<file path="src/rtl/tcp_tx_scheduler_if.sv">
// rtl/tcp_tx_scheduler_if.sv - producer byte streams and SiTCP transmit-port signals of the TCP TX scheduler
interface tcp_tx_scheduler_if #(
   parameter int NUM_SRC = 4
);
   logic                 tcp_open;
   logic                 tcp_tx_full;
   logic [NUM_SRC-1:0]   src_valid;
   logic [8*NUM_SRC-1:0] src_data;
   logic [NUM_SRC-1:0]   src_last;
   logic [NUM_SRC-1:0]   src_ready;
   logic                 tx_wr;
   logic [7:0]           tx_data;

   modport master (
      output tcp_open, tcp_tx_full, src_valid, src_data, src_last,
      input  src_ready, tx_wr, tx_data
   );

   modport slave (
      input  tcp_open, tcp_tx_full, src_valid, src_data, src_last,
      output src_ready, tx_wr, tx_data
   );
endinterface

</file>
<file path="src/rtl/tcp_tx_scheduler.sv">
// rtl/tcp_tx_scheduler.sv - burst-level round-robin arbiter for the SiTCP TCP transmit byte port
// Define TCP_TX_SCHED_HDR_EN to prefix every burst with the tag byte HDR_BASE | source index.
module tcp_tx_scheduler #(
   parameter int         NUM_SRC   = 4,
   parameter int         MAX_BURST = 256,
   parameter logic [7:0] HDR_BASE  = 8'hA0
) (
   input  logic              i_clk,
   input  logic              i_rst,
   tcp_tx_scheduler_if.slave bus,
   output logic [2:0]        o_grant_id,
   output logic              o_busy,
   output logic [15:0]       o_abort_cnt
);
   localparam int            CW         = $clog2(MAX_BURST + 1);
   localparam logic [CW-1:0] C_LAST_CNT = CW'(MAX_BURST - 1);

`ifdef TCP_TX_SCHED_HDR_EN
   typedef enum logic [1:0] {S_IDLE = 2'd0, S_XFER = 2'd1, S_HDR = 2'd2} state_t;
`else
   typedef enum logic [1:0] {S_IDLE = 2'd0, S_XFER = 2'd1} state_t;
`endif

   state_t             r_state;
   state_t             w_state_nxt;
   logic [2:0]         r_grant;
   logic [CW-1:0]      r_burst_cnt;
   logic               r_tx_wr;
   logic [7:0]         r_tx_data;
   logic               r_busy;
   logic [15:0]        r_abort_cnt;

   logic               w_found;
   logic [2:0]         w_winner;
   logic               w_gvalid;
   logic               w_glast;
   logic [7:0]         w_gdata;
   logic [7:0]         w_tag;
   logic [NUM_SRC-1:0] w_ready;
   logic               w_select;
   logic               w_xfer;
   logic               w_end;
   logic               w_abort;
   logic               w_hdr_emit;

   assign w_tag = HDR_BASE | {5'b0, r_grant};

   // Round-robin: first valid source strictly after the last grant, wrapping.
   always_comb begin
      w_found  = 1'b0;
      w_winner = r_grant;
      for (int k = 1; k <= NUM_SRC; k++) begin
         for (int i = 0; i < NUM_SRC; i++) begin
            if (!w_found && bus.src_valid[i] && ((int'(r_grant) + k) % NUM_SRC == i)) begin
               w_found  = 1'b1;
               w_winner = 3'(i);
            end
         end
      end
   end

   always_comb begin
      w_gvalid = 1'b0;
      w_glast  = 1'b0;
      w_gdata  = 8'h00;
      for (int i = 0; i < NUM_SRC; i++) begin
         if (r_grant == 3'(i)) begin
            w_gvalid = bus.src_valid[i];
            w_glast  = bus.src_last[i];
            w_gdata  = bus.src_data[8*i +: 8];
         end
      end
   end

   always_comb begin
      w_state_nxt = r_state;
      w_ready     = '0;
      w_select    = 1'b0;
      w_xfer      = 1'b0;
      w_end       = 1'b0;
      w_abort     = 1'b0;
      w_hdr_emit  = 1'b0;
      case (r_state)
         S_IDLE: begin
            if (bus.tcp_open && !bus.tcp_tx_full && w_found) begin
               w_select = 1'b1;
`ifdef TCP_TX_SCHED_HDR_EN
               w_state_nxt = S_HDR;
`else
               w_state_nxt = S_XFER;
`endif
            end
         end
`ifdef TCP_TX_SCHED_HDR_EN
         S_HDR: begin
            if (!bus.tcp_open) begin
               w_abort     = 1'b1;
               w_state_nxt = S_IDLE;
            end else if (!bus.tcp_tx_full) begin
               w_hdr_emit  = 1'b1;
               w_state_nxt = S_XFER;
            end
         end
`endif
         S_XFER: begin
            if (!bus.tcp_open) begin
               w_abort     = 1'b1;
               w_state_nxt = S_IDLE;
            end else begin
               for (int i = 0; i < NUM_SRC; i++) begin
                  w_ready[i] = (r_grant == 3'(i)) && !bus.tcp_tx_full;
               end
               w_xfer = w_gvalid && !bus.tcp_tx_full;
               // last and the MAX_BURST cap on the same byte collapse into one end
               if (w_xfer && (w_glast || r_burst_cnt == C_LAST_CNT)) begin
                  w_end       = 1'b1;
                  w_state_nxt = S_IDLE;
               end
            end
         end
         default: w_state_nxt = S_IDLE;
      endcase
   end

   always_ff @(posedge i_clk or posedge i_rst) begin
      if (i_rst) r_state <= S_IDLE;
      else       r_state <= w_state_nxt;
   end

   always_ff @(posedge i_clk or posedge i_rst) begin
      if (i_rst) begin
         r_grant     <= 3'(NUM_SRC - 1);
         r_burst_cnt <= '0;
         r_tx_wr     <= 1'b0;
         r_tx_data   <= 8'h00;
         r_busy      <= 1'b0;
         r_abort_cnt <= 16'h0000;
      end else begin
         if (w_select) r_grant <= w_winner;
         if (w_abort || w_end) r_burst_cnt <= '0;
         else if (w_xfer)      r_burst_cnt <= r_burst_cnt + 1'b1;
         r_tx_wr <= w_xfer | w_hdr_emit;
         if (w_xfer)          r_tx_data <= w_gdata;
         else if (w_hdr_emit) r_tx_data <= w_tag;
         r_busy <= (w_state_nxt != S_IDLE);
         if (w_abort && r_abort_cnt != 16'hFFFF) r_abort_cnt <= r_abort_cnt + 16'd1;
      end
   end

   assign bus.src_ready = w_ready;
   assign bus.tx_wr     = r_tx_wr;
   assign bus.tx_data   = r_tx_data;
   assign o_grant_id    = r_grant;
   assign o_busy        = r_busy;
   assign o_abort_cnt   = r_abort_cnt;
endmodule

</file>
<file path="src/flat_wrapper.sv">
// flat-port wrapper written by rule: the top's interface ports become plain ports
module tcp_tx_scheduler_flat 
#(
   parameter int         NUM_SRC   = 4,
   parameter int         MAX_BURST = 256,
   parameter logic [7:0] HDR_BASE  = 8'hA0
)
  (i_clk, i_rst, o_grant_id, o_busy, o_abort_cnt, bus_tcp_open, bus_tcp_tx_full, bus_src_valid, bus_src_data, bus_src_last, bus_src_ready, bus_tx_wr, bus_tx_data);
  tcp_tx_scheduler_if #(.NUM_SRC(NUM_SRC)) bus_i ();
  input  logic i_clk;
  input  logic i_rst;
  output logic [2:0] o_grant_id;
  output logic o_busy;
  output logic [15:0] o_abort_cnt;
  input wire logic [$bits(bus_i.tcp_open)-1:0] bus_tcp_open;
  input wire logic [$bits(bus_i.tcp_tx_full)-1:0] bus_tcp_tx_full;
  input wire logic [$bits(bus_i.src_valid)-1:0] bus_src_valid;
  input wire logic [$bits(bus_i.src_data)-1:0] bus_src_data;
  input wire logic [$bits(bus_i.src_last)-1:0] bus_src_last;
  output wire logic [$bits(bus_i.src_ready)-1:0] bus_src_ready;
  output wire logic [$bits(bus_i.tx_wr)-1:0] bus_tx_wr;
  output wire logic [$bits(bus_i.tx_data)-1:0] bus_tx_data;
  assign bus_i.tcp_open = bus_tcp_open;
  assign bus_i.tcp_tx_full = bus_tcp_tx_full;
  assign bus_i.src_valid = bus_src_valid;
  assign bus_i.src_data = bus_src_data;
  assign bus_i.src_last = bus_src_last;
  assign bus_src_ready = bus_i.src_ready;
  assign bus_tx_wr = bus_i.tx_wr;
  assign bus_tx_data = bus_i.tx_data;
  tcp_tx_scheduler #(.NUM_SRC(NUM_SRC), .MAX_BURST(MAX_BURST), .HDR_BASE(HDR_BASE)) u_core (.i_clk(i_clk), .i_rst(i_rst), .bus(bus_i), .o_grant_id(o_grant_id), .o_busy(o_busy), .o_abort_cnt(o_abort_cnt));
endmodule
</file>
<file path="config.mk">
export PLATFORM = sky130hd
export DESIGN_NAME = tcp_tx_scheduler_flat
export DESIGN_NICKNAME = d
export VERILOG_FILES = /design/src/rtl/tcp_tx_scheduler_if.sv /design/src/rtl/tcp_tx_scheduler.sv /design/src/flat_wrapper.sv
export SDC_FILE = /design/constraint.sdc
export NUM_CORES = 1
export LEC_CHECK = 0
export CORE_MARGIN = 2
export CORE_UTILIZATION = 41
export CTS_CLUSTER_DIAMETER = 100
export CTS_CLUSTER_SIZE = 20
export DETAILED_ROUTE_END_ITERATION = 16
export PLACE_DENSITY = 0.72
export SLEW_MARGIN = 20
export SYNTH_ARGS = -nofsm -noshare
export SYNTH_HDL_FRONTEND = slang
export SYNTH_SLANG_ARGS = --single-unit
</file>
<file path="constraint.sdc">
create_clock -name i_clk -period 1.9 [get_ports i_clk]
set_input_delay 0.38 -clock i_clk [delete_from_list [all_inputs] [get_ports i_clk]]
set_output_delay 0.38 -clock i_clk [all_outputs]
set_load 0.005 [all_outputs]
</file>
Word level (Yosys, flattened, before mapping):

Index checks and enable logic that the tools add are counted.

* flip-flop bits (word level): 40
* input bits: 44
* output and inout port bits: 33
* logic and storage cells: 168

* add/subtract/negate cells: 6
* equal/unequal tests: 18
* muxes and demuxes: 61
* bitwise operators: 4
* reductions and logical operators: 72

Operator list (number)
* $logic_not 32->1: 4
* $mux 3: 16
* $logic_and 1x1->1: 40
* $mux 1: 33
* $mux 8: 4
* $eq 3x3->1 const B: 8
* $eq 3x2->1 const B: 6
* $mux 9: 2
* $add 16x1->16 const B: 1
* $logic_not 1->1: 16
* $ne 16x16->1 const B: 1
* $reduce_bool 16->1: 1
* $add 9x1->9 const B: 1
* $eq 9x8->1 const B: 1
* $mux 4: 2
* $reduce_or 2->1: 4
* $mux 2: 3
* $add 2x1->2 const B: 2
* $add 2x2->2 const B: 2
* $and 1x1->1 const A: 4
* $pmux 2 s2: 1
* $reduce_bool 2->1: 2
* $eq 3x1->1 const B: 1
* $logic_not 3->1: 1
* other kinds (4): 5

Logic depth before layout (Yosys ltp):

* depth in word-level cells: 70
* depth in mapped cells: 8
* mapped depth without buffers: 7

Worst setup path before layout:

No wires, ideal clock.

* path type: register to register
* start point: reg u_core.r_grant[1], in the netlist u_core.o_grant_id[1]
* end point: reg u_core.r_tx_data[0], in the netlist u_core.bus.tx_data[0]
* library setup time: 0.125 ns
* arrival: 1.919 ns
* required time: 1.775 ns
* setup slack: -0.144 ns
* stages on the path, launching flop included: 7
* buffers on the path: 3
* period minus slack after synthesis: 2.044 ns
* cells stage by stage: dfstp_2 -> buf_6 -> mux4_2 -> and2_4 -> buf_6 -> buf_12 -> mux2_4

* longest elaborated chain between the ends: 8
* elaborated cells between the ends (all ways): 15
* those cells by class: eq/ne (3); mux (10); reduce/logical (2)

Ends and longest elaborated chain
* start: declaration: line tcp_tx_scheduler.sv:26 `logic [2:0] r_grant;`
* start signal: assignment: line tcp_tx_scheduler.sv:132 `r_grant <= 3'(NUM_SRC - 1);`
* start signal: assignment: line tcp_tx_scheduler.sv:139 `if (w_select) r_grant <= w_winner;`
* $logic_not 3->1: line tcp_tx_scheduler.sv:67 `if (r_grant == 3'(i)) begin`
* $mux 1 (3 in a row): line tcp_tx_scheduler.sv:67
* $mux 1 (*): line tcp_tx_scheduler.sv:67
* $logic_and 1x1->1 (*): line tcp_tx_scheduler.sv:113 `w_xfer = w_gvalid && !bus.tcp_tx_full;`
* $mux 1 (*): line tcp_tx_scheduler.sv:106 `if (!bus.tcp_open) begin`
* $mux 1 (*): line tcp_tx_scheduler.sv:83 `case (r_state)`
* via u_core.w_xfer: line tcp_tx_scheduler.sv:41 `logic w_xfer;`
* end signal: assignment: line tcp_tx_scheduler.sv:143 `if (w_xfer) r_tx_data <= w_gdata;`
* end signal: assignment: line tcp_tx_scheduler.sv:144 `else if (w_hdr_emit) r_tx_data <= w_tag;`
* end: declaration: line tcp_tx_scheduler.sv:29 `logic [7:0] r_tx_data;`

The timed path passes the listed nets; every way through them passes the cells marked *.
A chain may end at the register's enable or synchronous reset.

Final worst setup path:

* start point: reg u_core.r_burst_cnt[0]
* end point: reg u_core.r_busy, in the netlist u_core.o_busy

* longest elaborated chain between the ends: 7

Ends and longest elaborated chain
* start: declaration: line tcp_tx_scheduler.sv:27 `logic [CW-1:0] r_burst_cnt;`
* start signal: assignment: line tcp_tx_scheduler.sv:141 `else if (w_xfer) r_burst_cnt <= r_burst_cnt + 1'b1;`
* $eq 9x8->1: line tcp_tx_scheduler.sv:115 `if (w_xfer && (w_glast || r_burst_cnt == C_LAST_CNT)) begin`
* $logic_or 1x1->1: line tcp_tx_scheduler.sv:115
* $logic_and 1x1->1: line tcp_tx_scheduler.sv:115
* $mux 2: line tcp_tx_scheduler.sv:115
* $mux 2: line tcp_tx_scheduler.sv:106
* $pmux 2 s2: line tcp_tx_scheduler.sv:83
* $reduce_bool 2->1: line tcp_tx_scheduler.sv:145 `r_busy <= (w_state_nxt != S_IDLE);`
* end signal: assignment: line tcp_tx_scheduler.sv:145
* end: declaration: line tcp_tx_scheduler.sv:30 `logic r_busy;`

Every way passes these cells.

==> metrics.md <==
| Metric | Value |
|---|---|
| Status | finished with violations |
| Violated checks | setup timing |
| Top-Level Pins | 77 |
| Synth warnings | 0 |
| Worst min path class | primary input to asynchronous set/reset pin |
| Total power density per cell area | 901 nW/µm² |
| Final hold violations | 0 |
| Number of placement rows | 26 |
| Period minus WS final | 1.93 ns |
| Clock tree root driver cell | sky130_fd_sc_hd__clkbuf_8 |
| Netlist area before placement | 2240 µm² |
| Required time reported for the critical path endpoint | between 2 and 2.5 ns |
| Max-capacitance violation count | 0 |
| Critical path endpoint category | register |
| Unrepaired setup endpoints after global routing | true |
| Critical Path Max Stage Delay | ~0.4 ns |
| Sequential share of the synthesized area | 43.7% |
| Max-slew violation count | 0 |
| Fmax achieved | 0.517 GHz |
| Final routed DRC violation total | 0 |
| Total negative setup slack | -0.0713 ns |
| Final ANT Viol Nets | 0 |
| Commonest cells after routing, fill and taps aside | sky130_fd_sc_hd__clkdlybuf4s50_1, sky130_fd_sc_hd__dfrtp_1, sky130_fd_sc_hd__buf_4 |
| Area inside the core boundary | 5170 µm² |
| Total vias in the final route | 2043 |
| Final core occ | 71.1% |
| Clock-pin slew on the worst setup and hold paths | about 0.080 ns |
| Avg WL per Cell | 16.1 µm |
| Category of cells accounting for the largest share of critical-path delay | compound AO/OA/AOI/OAI gates |
| Placer Congestion | 0.779 |
| HPWL after detailed placement | between 4000 and 5000 µm |
| Crit path cell chain | ha_2 -> and2_4 -> and4_4 -> ha_4 -> a2111oi_4 -> o31ai_4 -> buf_6 -> o21bai_1 |
| Detailed-router iteration count before antenna repair | 4 |
| Source of the worst register-to-register timing path | u_core.r_burst_cnt[0] |
| Inserted Clock Buffers | 5 |
| Number of clock sinks seen by CTS | 39 |
| Buffers and inverters on the worst path | 1 |
| Fraction of final layout cells with drive strength greater than 1 | 34.4% |
| Floorplan die area | 6070 µm² |
| Final setup vio count | 4 |
| Number of nets at the end of the flow | 360 |
| Area delta synth->final | 64.2% |
| Power after layout | 0.00331 W |
| Synthesized area divided by synthesized cell count | 11.4 µm² |
| Reg2reg setup slack | -0.03 ns |
| FF+latch count, synth | 39 |
| Placement-stage cell area | 3280 µm² |
| DR vias/cell | 5.32 |
| Area of all placed cells without fillers | 3680 µm² |
| Number of levels in the clock H-tree | 2 |
| Largest vdd supply drop | 0.380 mV |
| Startpoint kind of the worst setup timing path | register |
| Leakage power total | between 1.5 and 2 nW |
| Smallest setup slack after layout | -0.0335 ns |
| Via count of the first global-routing pass | 2060 |
| Arrival time of the worst setup path | about 2.2 ns |
| Aggregate global-route resource usage | 21.0% |
| Crit Path Max Fanout | 3 |
| Layout Skew | 0.00908 ns |
| Worst reg2reg path depth | 8 |
| Final wirelength | 6170 µm |
| Maximum buffer depth of the clock tree | 2 |
| Pin count of the biggest net entering global routing | 40 |
| Antenna violations before repair | 0 |
| Unique cell type count in the Yosys netlist | 43 |
| CTS tree | built |
| Die height | slightly below 80 µm |
| Worst Path Class, Setup | register to register |
| Port bufs | 75 |
| Slowest stage cell, crit path | sky130_fd_sc_hd__dfrtp_1 |
| Gate Count Post-Synth | between 150 and 200 |
| Number of DRC violations after detailed-routing iteration 0 | between 100 and 150 |
| Initial core utilization | 43.3% |
| Post-cts hold buffer count | 0 |
| Part of the cycle the worst path needs | 102% |
| Commonest non-fill, non-tap cell in the layout | sky130_fd_sc_hd__clkdlybuf4s50_1 |
| Total overflow reported by the global router | 0 |
| Wire length of the first global-routing pass | 9970 µm |
| End of the worst register-to-register path | u_core.o_busy |
| Antenna diode instance count | 0 |
| Insertion delay to the later sink of the worst-skew pair | about 0.30 ns |
| Die width | a little under 80 µm |
-- per-stage QoR --
stage / hold slack [ns] / setup slack [ns] / std cells
floorplan: 0.500 / -0.124 / 197
global placement: 0.491 / -0.477 / 367
detailed placement: 0.496 / -0.507 / 367
CTS: 0.446 / 0.00300 / 382
global route: 0.464 / -0.0984 / 384
finish: 0.441 / -0.0335 / 384
-- flip-flops by register name, indices dropped and copies added, names as in the netlist --
| name | flops |
|---|---|
| u_core.bus.tx_wr | 1 |
| u_core.r_state | 2 |
| u_core.o_abort_cnt | 16 |
| u_core.bus.tx_data | 8 |
| u_core.o_busy | 1 |
| u_core.r_burst_cnt | 9 |
| u_core.o_grant_id | 2 |
-- how the worst max path moves through the flow --
stage	start	end	slack, ns	cells past startpoint
global route	u_core.r_burst_cnt[1]	u_core.o_busy	-0.1	8
CTS	u_core.o_grant_id[0]	u_core.bus.tx_data[2]	0.003	4
finish	u_core.r_burst_cnt[0]	u_core.o_busy	-0.03	8
global placement	bus_tcp_open	bus_src_ready[3]	-0.48	5
floorplan	u_core.o_grant_id[1]	u_core.bus.tx_data[0]	-0.12	6
detailed placement	bus_tcp_open	bus_src_ready[3]	-0.51	5
-- area by class of cell --
type                    count  area [µm²]
multi-input cells         143        1360
fillers                   341        1500
repair buffers            118        1110
well taps                  70        87.6
clock buffers               5        68.8
flip-flops and latches     39         983
inverters                   6        22.5
clock inverters             3        43.8
-- worst min-delay path, cell delays in order --
cell,delay [ns]
sky130_fd_sc_hd__clkdlybuf4s50_1,0.40
sky130_fd_sc_hd__inv_1,0.09
sky130_fd_sc_hd__buf_12,0.23
-- logic make-up (layout without fill, tap and decap cells) --
kind of cell    Yosys count  in the layout  synth area share (%)
simple gates             67             68                  17.6
xor+xnor                 21             21                  8.22
mux                      22             22                  16.3
buf+inv                  16            132                  4.53
compound gates           27             27                  7.77
flops                    39             39                  43.7
fa+ha+maj                 3              3                  1.68
other cells               1              2                 0.168
-- per-layer routing --
metal | up-vias | GRT usage [%] | share of wire [%]
li1 | 966 | - | -
met2 | 78 | 34.5 | 48
met1 | 984 | 27.4 | 43
met5 | - | 0 | 0
met3 | 15 | 4.53 | 6.0
met4 | 0 | 7.19 | 2.9
-- report_power, final --
part | internal, W | switching, W | total, W
Sequential | 0.000993 | 0.000127 | 0.00112
Clock | 0.000391 | 0.000305 | 0.000696
Combinational | 0.000922 | 0.000574 | 0.00150
Total | 0.00231 | 0.00101 | 0.00331
-- synthesized netlist by cell type (all sizes together) --
| cell | n | area, µm² |
|---|---|---|
| a31oi | 1 | 6.26 |
| nor2b | 4 | 25.0 |
| nor4 | 5 | 31.3 |
| mux2i | 2 | 20.0 |
| mux4 | 9 | 203 |
| xnor2 | 10 | 87.6 |
| nand4 | 11 | 68.8 |
| nor3b | 1 | 7.51 |
| nand3 | 7 | 35.0 |
| inv | 6 | 22.5 |
| dfrtp | 37 | 926 |
| nand2 | 6 | 22.5 |
| and4 | 5 | 43.8 |
| o211ai | 1 | 7.51 |
| dfstp | 2 | 52.6 |
| o221ai | 3 | 26.3 |
| a221oi | 1 | 8.76 |
| nor2 | 8 | 30.0 |
| o21ai | 6 | 30.0 |
| o21bai | 2 | 15.0 |
| nand4b | 1 | 8.76 |
| clkbuf | 1 | 3.75 |
| nand2b | 2 | 12.5 |
| and2 | 4 | 27.5 |
| o31ai | 1 | 7.51 |
| nor3 | 5 | 25.0 |
| o21a | 1 | 7.51 |
| or3b | 1 | 8.76 |
| xor2 | 11 | 96.3 |
| nor4bb | 1 | 10.0 |
| ha | 3 | 37.5 |
| a22oi | 1 | 7.51 |
| buf | 9 | 75.1 |
| conb | 1 | 3.75 |
| and3 | 6 | 37.5 |
| mux2 | 11 | 143 |
| a21oi | 8 | 40.0 |
| a2111oi | 2 | 17.5 |
-- what timing repair did --
action                     4_1_cts  5_1_grt
gates cloned                     1        0
setup endpoints to repair       25       31
buffers inserted                 6        3
gates resized for setup         43       25
pin swaps                        7        8
Note: power is estimated with default switching activity, not from simulation.
